[src/rtl/block_accumulator.sv]
// block_accumulator: requests a block of DEPTH products, returns their unsigned sum and maximum
// through a valid/ready handshake. Rev 1.0
`default_nettype none

module block_accumulator #(
    parameter int N     = 32,
    parameter int DEPTH = 64,
    parameter int ACC_W = N + $clog2(DEPTH)
) (
    input  logic             CLK,
    input  logic             RST_N,
    input  logic             START,
    output logic             EN_blockRead,
    input  logic             VALID_memVal,
    input  logic [N-1:0]     memVal_data,
    output logic             VALID_result,
    input  logic             RDY_result,
    output logic [ACC_W-1:0] RESULT_sum,
    output logic [N-1:0]     RESULT_max,
    output logic             BUSY,
    output logic             ERR_stray
);

    localparam int CNT_W = $clog2(DEPTH);
    localparam logic [CNT_W-1:0] LAST_BEAT = CNT_W'(DEPTH - 1);

    typedef enum logic [1:0] {
        IDLE  = 2'd0,
        REQ   = 2'd1,
        ACCUM = 2'd2,
        HOLD  = 2'd3
    } state_t;

    state_t            state, state_next;
    logic [CNT_W-1:0]  beat_cnt;
    logic [ACC_W-1:0]  acc;
    logic [N-1:0]      run_max;
    logic [ACC_W-1:0]  acc_next;
    logic [N-1:0]      max_next;
    logic              beat_take;
    logic              last_beat;

    assign beat_take = VALID_memVal && (state == REQ || state == ACCUM);
    assign last_beat = beat_take && (state == ACCUM) && (beat_cnt == LAST_BEAT);
    assign acc_next  = acc + {{(ACC_W-N){1'b0}}, memVal_data};
    assign max_next  = (memVal_data > run_max) ? memVal_data : run_max;

    always_ff @(posedge CLK or negedge RST_N) begin
        if (!RST_N) begin
            state <= IDLE;
        end else begin
            state <= state_next;
        end
    end

    always_comb begin
        state_next   = state;
        EN_blockRead = 1'b0;
        VALID_result = 1'b0;
        BUSY         = 1'b1;
        case (state)
            IDLE: begin
                BUSY = 1'b0;
                if (START) begin
                    state_next = REQ;
                end
            end
            REQ: begin
                EN_blockRead = 1'b1;
                if (VALID_memVal) begin
                    state_next = ACCUM;
                end
            end
            ACCUM: begin
                EN_blockRead = 1'b1;
                if (last_beat) begin
                    state_next = HOLD;
                end
            end
            HOLD: begin
                VALID_result = 1'b1;
                if (RDY_result) begin
                    state_next = IDLE;
                end
            end
            default: begin
                state_next = IDLE;
            end
        endcase
    end

    always_ff @(posedge CLK or negedge RST_N) begin
        if (!RST_N) begin
            beat_cnt   <= '0;
            acc        <= '0;
            run_max    <= '0;
            RESULT_sum <= '0;
            RESULT_max <= '0;
            ERR_stray  <= 1'b0;
        end else begin
            if (state == IDLE && START) begin
                beat_cnt <= '0;
                acc      <= '0;
                run_max  <= '0;
            end else if (beat_take) begin
                beat_cnt <= beat_cnt + 1'b1;
                acc      <= acc_next;
                run_max  <= max_next;
            end
            // Result registers load only on block completion so they hold across the next block.
            if (last_beat) begin
                RESULT_sum <= acc_next;
                RESULT_max <= max_next;
            end
            if (VALID_memVal && (state == IDLE || state == HOLD)) begin
                ERR_stray <= 1'b1;
            end
        end
    end

endmodule

`default_nettype wire

[config.mk]
export PLATFORM = sky130hd
export DESIGN_NAME = block_accumulator
export DESIGN_NICKNAME = d
export VERILOG_FILES = /design/src/rtl/block_accumulator.sv
export SDC_FILE = /design/constraint.sdc
export NUM_CORES = 1
export LEC_CHECK = 0
export ABC_AREA = 0
export CAP_MARGIN = 25
export CORE_ASPECT_RATIO = 0.7
export CORE_MARGIN = 3
export CORE_UTILIZATION = 51
export DETAILED_ROUTE_END_ITERATION = 6
export PLACE_DENSITY = 0.85
export SETUP_SLACK_MARGIN = 0.2
export SLEW_MARGIN = 20
export SYNTH_ARGS = -nofsm -noshare
export SYNTH_HDL_FRONTEND = slang
export SYNTH_SLANG_ARGS = --single-unit
[constraint.sdc]
create_clock -name CLK -period 3.3 [get_ports CLK]
set_input_delay 0.495 -clock CLK [delete_from_list [all_inputs] [get_ports CLK]]
set_output_delay 0.495 -clock CLK [all_outputs]
set_load 0.01 [all_outputs]
==> results of run 1 <==
-- final timing paths --
check / start / to / slack, ns / cells past startpoint
setup / recovery: memVal_data[21] / acc[28]$_DFFE_PN0P_ / 0.24 / 15
hold / removal: RST_N / run_max[17]$_DFFE_PN0P_ / 0.13 / 1
setup reg to reg: acc[0]$_DFFE_PN0P_ / RESULT_sum[32]$_DFFE_PN0P_ / 0.26 / 14
hold reg to reg: ERR_stray$_DFFE_PN0P_ / ERR_stray$_DFFE_PN0P_ / 0.47 / 1
max in group asynchronous: RST_N / RESULT_sum[36]$_DFFE_PN0P_ / 2.33 / 2
min in group CLK: ERR_stray$_DFFE_PN0P_ / ERR_stray$_DFFE_PN0P_ / 0.47 / 1
-- state kept, by name, summed over array words and instances (netlist names) --
name	cells
state	2
run_max	32
RESULT_max	32
acc	38
beat_cnt	6
ERR_stray	1
RESULT_sum	38
-- stage by stage --
step	setup TNS, ns	instances
CTS	0	1358
floorplan	0	928
detailed placement	-8.19	1319
global placement	-6.35	1319
finish	0	1361
global route	0	1361
-- worst register-to-register path: cells and delay by family, from the launching register on --
kind	cells	cell delay (ns)
buf+inv	3	0.36
simple gates	1	0.25
compound gates	7	1.32
flops	1	0.35
fa+ha+maj	2	0.56
xor+xnor	1	0.13
-- layout by cell type, fill, tap and decap left out, types with 3 or more instances in the layout --
cell type / n
a21oi_2: 8
ha_2: 3
dfrtp_1: 149
or3_1: 5
mux2i_1: 63
clkdlybuf4s50_1: 99
a21oi_1: 67
nand4_1: 21
xnor2_1: 23
nor2_1: 82
a31oi_1: 7
and4_1: 3
a211oi_1: 3
o31ai_1: 4
buf_4: 106
nand2_1: 111
ha_4: 10
o21ai_0: 77
mux2_2: 14
a21o_1: 28
nand3_1: 12
o21bai_1: 5
clkinv_4: 4
bufinv_16: 5
and3_1: 3
o21ai_1: 4
xor2_1: 17
nor3_1: 7
o21a_1: 5
dlymetal6s2s_1: 8
ha_1: 57
buf_12: 6
clkbuf_16: 17
nand2b_1: 3
inv_1: 45
-- cell families (layout without fill, tap and decap cells) --
kind of cell / after synthesis / in the layout
and+or+nand+nor: 266 / 266
muxes: 77 / 77
xor gates and xnor gates: 41 / 41
buffers and inverters: 92 / 300
DFF: 149 / 149
adders and majority gates: 71 / 71
AOI/OAI and AO/OA: 232 / 232
-- where the power goes --
part	switching, uW	internal, uW	total [uW]
Clock	796	1360	2160
Combinational	2570	2110	4680
Sequential	304	2180	2480
-- per-layer routing --
metal | wire length (um) | part of all wire | vias to the layer above
met5 | 0 | 0 | -
met4 | 607 | 0.024 | 0
met3 | 2030 | 0.080 | 56
met2 | 11400 | 0.45 | 358
met1 | 11200 | 0.44 | 3818
li1 | - | - | 3658
-- area by class of cell --
class / instances / area share
Inverter: 46 / 0.0147
Multi-Input combinational cell: 687 / 0.415
Tap cell: 225 / 0.0240
Clock inverter: 12 / 0.0173
Timing Repair Buffer: 222 / 0.173
Sequential cell: 149 / 0.318
Clock buffer: 20 / 0.0381
-- timing repair --
item / 4_1_cts / 5_1_grt
gates resized for setup: 7 / 40
pin swaps: 14 / 13
buffers inserted: 7 / 3
endpoints found under the setup margin: 10 / 36
cloned: 0 / 0
==> Flow_metrics.wiki, run 1 <==
{| class="wikitable"
! Metric !! Value
|-
| Dpl ws || -0.433 ns
|-
| Worst Path Buf+Inv || 6
|-
| Starting Density || 0.528
|-
| Endpoint arrival time on the critical path || 3.40 ns
|-
| FMAX || 327 MHz
|-
| Critical-path cell with the highest stage delay || clkdlybuf4s50_1
|-
| Standard cell core area || 16,500 um2
|-
| Count leader, synth || dfrtp_1
|-
| Placer's final routability congestion estimate || 0.941
|-
| Synthesis-to-finish area growth || 34.3%
|-
| Largest fanout on the critical path || 6
|-
| Source-to-sink clock delay at the later pin of the worst-skew pair || 0.43 ns
|-
| Most frequently used flop master after synthesis || dfrtp_1
|-
| Average footprint of a synthesized cell || 9.41 um2
|-
| Power Total || 9320 uW
|-
| Instance count of the mapped netlist || 928
|-
| Antenna violations before repair || 0
|-
| Normalized max-slew margin || 0.446
|-
| Clock Pin Slew Worst Setup and Hold Paths || 0.06 ns
|-
| Final-layout worst hold slack || 0.132 ns
|-
| Global routing met2 resource utilization || 0.410
|-
| Max Clock Skew || 0.0110 ns
|-
| Post-synthesis share of cell area spent on xor and xnor gates || 0.0411
|-
| Fraction of layout cells with a size suffix above 1 || 0.177
|-
| Minimum clock period || 3.06 ns
|-
| Area of the die || 18,800 um2
|-
| TritonCTS clock tree || built
|-
| Cell Rows || 39
|-
| Port buffer count || 110
|-
| Critical path's top delay family || buffers and inverters
|-
| Number of unique standard cell types used by synthesis || 56
|-
| Cell Area, Placed || 10,800 um2
|-
| Overall die height || 116 um
|-
| Synth Register Bits || 149
|-
| Final core utilization || 0.709
|-
| CTS root buffer || clkbuf_16
|-
| Maximum Capacitance Violations || 0
|-
| Simple-gate portion of the synthesized area || 0.134
|-
| Fraction of the mapped netlist area in compound gates || 0.163
|-
| Multi-input gate area in the final layout || 4870 um2
|-
| Ant. Diodes || 0
|-
| Net count, final || 1,231
|-
| Sequential area share after synthesis || 0.427
|-
| Mux contribution to synthesized area || 0.0902
|-
| Global-route wire length before repair || 39.7 mm
|-
| Met3 routing resource usage after global routing || 0.0572
|-
| Routed Antenna Nets || 0
|-
| Path type of the worst min-delay path || in2async
|-
| Overall overflow remaining after global route || 0
|-
| Syn nets || 1,036
|-
| Average vias per placed instance || 5.80
|-
| Power per cell area || 794 nW/um2
|-
| Final critical-path share of the clock period || 0.927
|-
| CTS H-tree depth || 4
|-
| Run status || finished clean
|-
| VDD IR max || 0.520 mV
|-
| Worst path setup slack after routing || 0.242 ns
|-
| Count of yosys warnings during synthesis || 0
|-
| Type of the worst setup path || in2reg
|-
| Delay contributed by the slowest stage of the critical path || 0.47 ns
|-
| Most area-hungry cell type in the Yosys netlist || dfrtp_1
|-
| Post-synthesis instance area || 8740 um2
|-
| Post-detailed-routing wire length || 25.3 mm
|-
| Most frequent cell on the critical path || buf_4
|-
| Main area contributors after synthesis || dfrtp_1, ha_1, mux2i_1, nand2_1, o21ai_0
|-
| Area share of the largest cell type after synthesis || 0.427
|-
| Vias in the first global route || 7,847
|-
| List of most frequent post-synthesis cells || dfrtp_1, nand2_1, nor2_1
|-
| Total CTS buffers || 17
|-
| Required time of the critical path || 3.64 ns
|-
| CTS sink count || 149
|-
| Kind of capture point of the worst setup path || flip-flop
|-
| Hold-fix buffers at CTS || 0
|-
| Number of flops mapped to enable cells by yosys || 0
|-
| Pin count of the biggest net entering global routing || 88
|-
| Number of ports placed on the die boundary || 111
|-
| Detailed placement HPWL || 16.8 mm
|-
| GR peak layer || met2
|-
| Critical Path, Cell by Cell || clkdlybuf4s50_1 -> ha_1 -> buf_4 -> a21oi_1 -> inv_1 -> a21oi_1 -> o21ai_0 -> a21o_1 -> a41oi_2 -> buf_4 -> buf_4 -> o21ai_0 -> buf_4 -> and3_1 -> nor3_1
|-
| Post-synthesis adder-cell area fraction || 0.103
|-
| Maximum clock insertion buffer count || 2
|-
| Main combinational cell family by area after synthesis || compound AO/OA/AOI/OAI gates
|-
| Routed length per instance || 18.6 um
|-
| Remaining DRCs || 0
|-
| Tightest Pin Transition || 0.831 ns
|-
| DRT Pass-1 Iters || 6
|-
| Endpoints failing setup || 0
|-
| Count of vias placed by the detailed router || 7,890
|-
| Die width || 162 um
|-
| Unrepaired setup endpoints after global routing || false
|-
| Final design area excluding fillers || 11,700 um2
|-
| Share of flip-flops with an asynchronous set or reset after synthesis || 1.00
|-
| Leakage dissipation || 0.00565 uW
|-
| Hold Violations, Final || 0
|-
| Slew Limit Fails || 0
|-
| Crit path launch type || primary input
|-
| Filler Cell Count || 1,149
|-
| DRT iter0 DRCs || 897
|-
| Met1 usage || 0.373
|-
| Total global-route track usage || 0.265
|-
| FF+latch area || 3730 um2
|}
(Power assumes the default switching activity.)
==> run 2, diff against run 1 <==
--- a/config.mk
+++ b/config.mk
@@ -8,8 +8,8 @@
 export ABC_AREA = 0
 export CAP_MARGIN = 25
 export CORE_ASPECT_RATIO = 0.7
-export CORE_MARGIN = 3
 export CORE_UTILIZATION = 51
+export CTS_CLUSTER_DIAMETER = 120
 export DETAILED_ROUTE_END_ITERATION = 6
 export PLACE_DENSITY = 0.85
 export SETUP_SLACK_MARGIN = 0.2
==> run 2 against run 1 <==
Cell area down 0.56%. Critical path depth down 3. Setup slack worse by 0.024 ns. Sequential share of layout area up 0.18 points. Power down 2.7%. Die area down 5.8%. Sequential power about the same. Clock power down 11%. Maximum frequency down 0.77%. Core utilization down 0.40 points.
==> Flow_metrics.wiki, run 2 (synthesis results as in run 1) <==
{| class="wikitable"
! Metric !! Value
|-
| GR peak layer || met2
|-
| Power Total || 9070 uW
|-
| Source-to-sink clock delay at the later pin of the worst-skew pair || 0.43 ns
|-
| Ant. Diodes || 0
|-
| Kind of capture point of the worst setup path || flip-flop
|-
| Final-layout worst hold slack || 0.0940 ns
|-
| Largest fanout on the critical path || 7
|-
| CTS sink count || 149
|-
| Number of placed instances with taps included || 1,326
|-
| Net count, final || 1,235
|-
| Starting Density || 0.528
|-
| Routed length per instance || 18.3 um
|-
| Endpoints failing setup || 0
|-
| Slew Limit Fails || 0
|-
| Power share of the clock group || 0.211
|-
| Placer's final routability congestion estimate || 0.926
|-
| Share of power burned in combinational logic || 0.515
|-
| Power per cell area || 777 nW/um2
|-
| Count of vias placed by the detailed router || 7,883
|-
| Global-route wire length before repair || 39.6 mm
|-
| Area of the die || 17,700 um2
|-
| Maximum Capacitance Violations || 0
|-
| Endpoint arrival time on the critical path || 3.44 ns
|-
| Filler Cell Count || 1,201
|-
| Sw power || 3620 uW
|-
| FMAX || 325 MHz
|-
| Required time of the critical path || 3.65 ns
|-
| Detailed placement HPWL || 17.3 mm
|-
| Remaining DRCs || 0
|-
| Global routing met2 resource utilization || 0.440
|-
| Met3 routing resource usage after global routing || 0.0650
|-
| Routed Antenna Nets || 0
|-
| DRT iter0 DRCs || 723
|-
| DRT Pass-1 Iters || 5
|-
| Leakage dissipation || 0.00565 uW
|-
| Critical register-to-register path endpoint || acc[36]$_DFFE_PN0P_
|-
| Setup slack, reg-to-reg || 0.22 ns
|-
| Antenna violations before repair || 0
|-
| Type of the worst setup path || reg2reg
|-
| Crit path launch type || flip-flop
|-
| Maximum clock insertion buffer count || 2
|-
| VDD IR max || 0.524 mV
|-
| Overall overflow remaining after global route || 0
|-
| CTS H-tree depth || 4
|-
| Max Clock Skew || 0.00742 ns
|-
| Vias in the first global route || 7,753
|-
| Normalized max-slew margin || 0.524
|-
| TritonCTS clock tree || built
|-
| Capturing instance or port of the critical path || acc[36]$_DFFE_PN0P_
|-
| Run status || finished clean
|-
| Final critical-path share of the clock period || 0.934
|-
| Standard cell core area || 16,500 um2
|-
| Total CTS buffers || 17
|-
| Fraction of power spent switching nets || 0.400
|-
| Met1 usage || 0.407
|-
| Leading cell type in the layout, fill and taps excluded || dfrtp_1
|-
| Internal power || 5450 uW
|-
| Final core utilization || 0.705
|-
| Most used cells in the layout excluding fill and tap cells || dfrtp_1, nand2_1, buf_4
|-
| Hold Violations, Final || 0
|-
| Pin count of the biggest net entering global routing || 76
|-
| Fraction of layout cells with a size suffix above 1 || 0.175
|-
| Multi-input gate area in the final layout || 4860 um2
|-
| Crit. Startpoint || acc[0]$_DFFE_PN0P_
|-
| R2R cell count || 12
|-
| Reg-to-reg startpoint || acc[0]$_DFFE_PN0P_
|-
| Largest registers || RESULT_sum: 38 flops, acc: 38 flops
|-
| Die width || 158 um
|-
| Unrepaired setup endpoints after global routing || true
|-
| Seq pwr share || 0.273
|-
| Total global-route track usage || 0.289
|-
| Average vias per placed instance || 5.80
|-
| Post-detailed-routing wire length || 24.9 mm
|-
| Number of ports placed on the die boundary || 111
|-
| Cell Rows || 39
|-
| CTS root buffer || clkbuf_16
|-
| FF+latch area || 3730 um2
|-
| Minimum clock period || 3.08 ns
|-
| Path type of the worst min-delay path || in2async
|-
| Clock Pin Slew Worst Setup and Hold Paths || 0.06 ns
|-
| Synthesis-to-finish area growth || 33.6%
|-
| Final std cells w/o fill || 1,360
|-
| Port buffer count || 110
|-
| Tightest Pin Transition || 0.714 ns
|-
| Total negative setup slack || 0 ns
|-
| Overall die height || 112 um
|}
## run 2: cell count changes in the layout (fill, tap and decap cells not counted), sizes merged
cell	delta
clkinvlp	+1
clkdlybuf4s50	-3
buf	+4
clkinv	-1
dlymetal6s2s	+3
bufinv	-2
clkbuf	-3
## run 2: what timing repair did
action | 4_1_cts | 5_1_grt
resized for setup | 8 | 36
buffers inserted | 3 | 4
pin swaps | 5 | 7
cloned | 0 | 0
hold buffers | 0 | 0
endpoints found under the setup margin | 14 | 29
## run 2: worst max-delay path: stages (launching register included)
cell       delay (ns)
dfrtp_1          0.35
ha_2             0.20
inv_2            0.04
fa_2             0.35
and2b_1          0.24
o2111ai_2        0.13
a21oi_2          0.21
a2111oi_4        0.08
o31ai_4          0.21
a41oi_2          0.17
o31a_1           0.36
or4_4            0.51
a21oi_2          0.15
## run 2: layout make-up
cell class	count	share of cell area
Timing Repair Buffer	226	0.177
Tap cell	225	0.0241
Sequential cell	149	0.320
Clock inverter	10	0.0118
Inverter	46	0.0148
Clock buffer	17	0.0365
Multi-Input combinational cell	687	0.417
## run 2: worst min path at each step
stage,start,to,cells after the start
floorplan,RST_N,ERR_stray$_DFFE_PN0P_,0
global placement,ERR_stray$_DFFE_PN0P_,ERR_stray$_DFFE_PN0P_,1
detailed placement,ERR_stray$_DFFE_PN0P_,ERR_stray$_DFFE_PN0P_,1
CTS,RST_N,RESULT_sum[12]$_DFFE_PN0P_,1
global route,RST_N,RESULT_sum[12]$_DFFE_PN0P_,1
finish,RST_N,RESULT_sum[12]$_DFFE_PN0P_,1
## run 2: power groups by stage
stage          combinational (uW)  sequential (uW)  clock [uW]
3_5_place_dp                 4320             2460           0
2_1_floorplan                2800             2370           0
5_1_grt                      5080             2510        2030
6_report                     4670             2480        1920
3_3_place_gp                 4160             2440           0
4_1_cts                      4430             2440        1940
## run 2: layer usage
metal	wire, um	vias to the layer above	part of all wire
met5	0	-	0
met4	618	0	0.025
met3	1680	51	0.067
met2	11300	321	0.45
met1	11300	3867	0.45
li1	-	3644	-
## run 2: through the flow
stage                     setup WS (ns)  instance area [um2]
after floorplan                   0.229                 8740
after global placement           -0.306                10800
after detailed placement         -0.417                10800
after CTS                         0.183                11400
after global routing             0.0980                11700
final                             0.219                11700
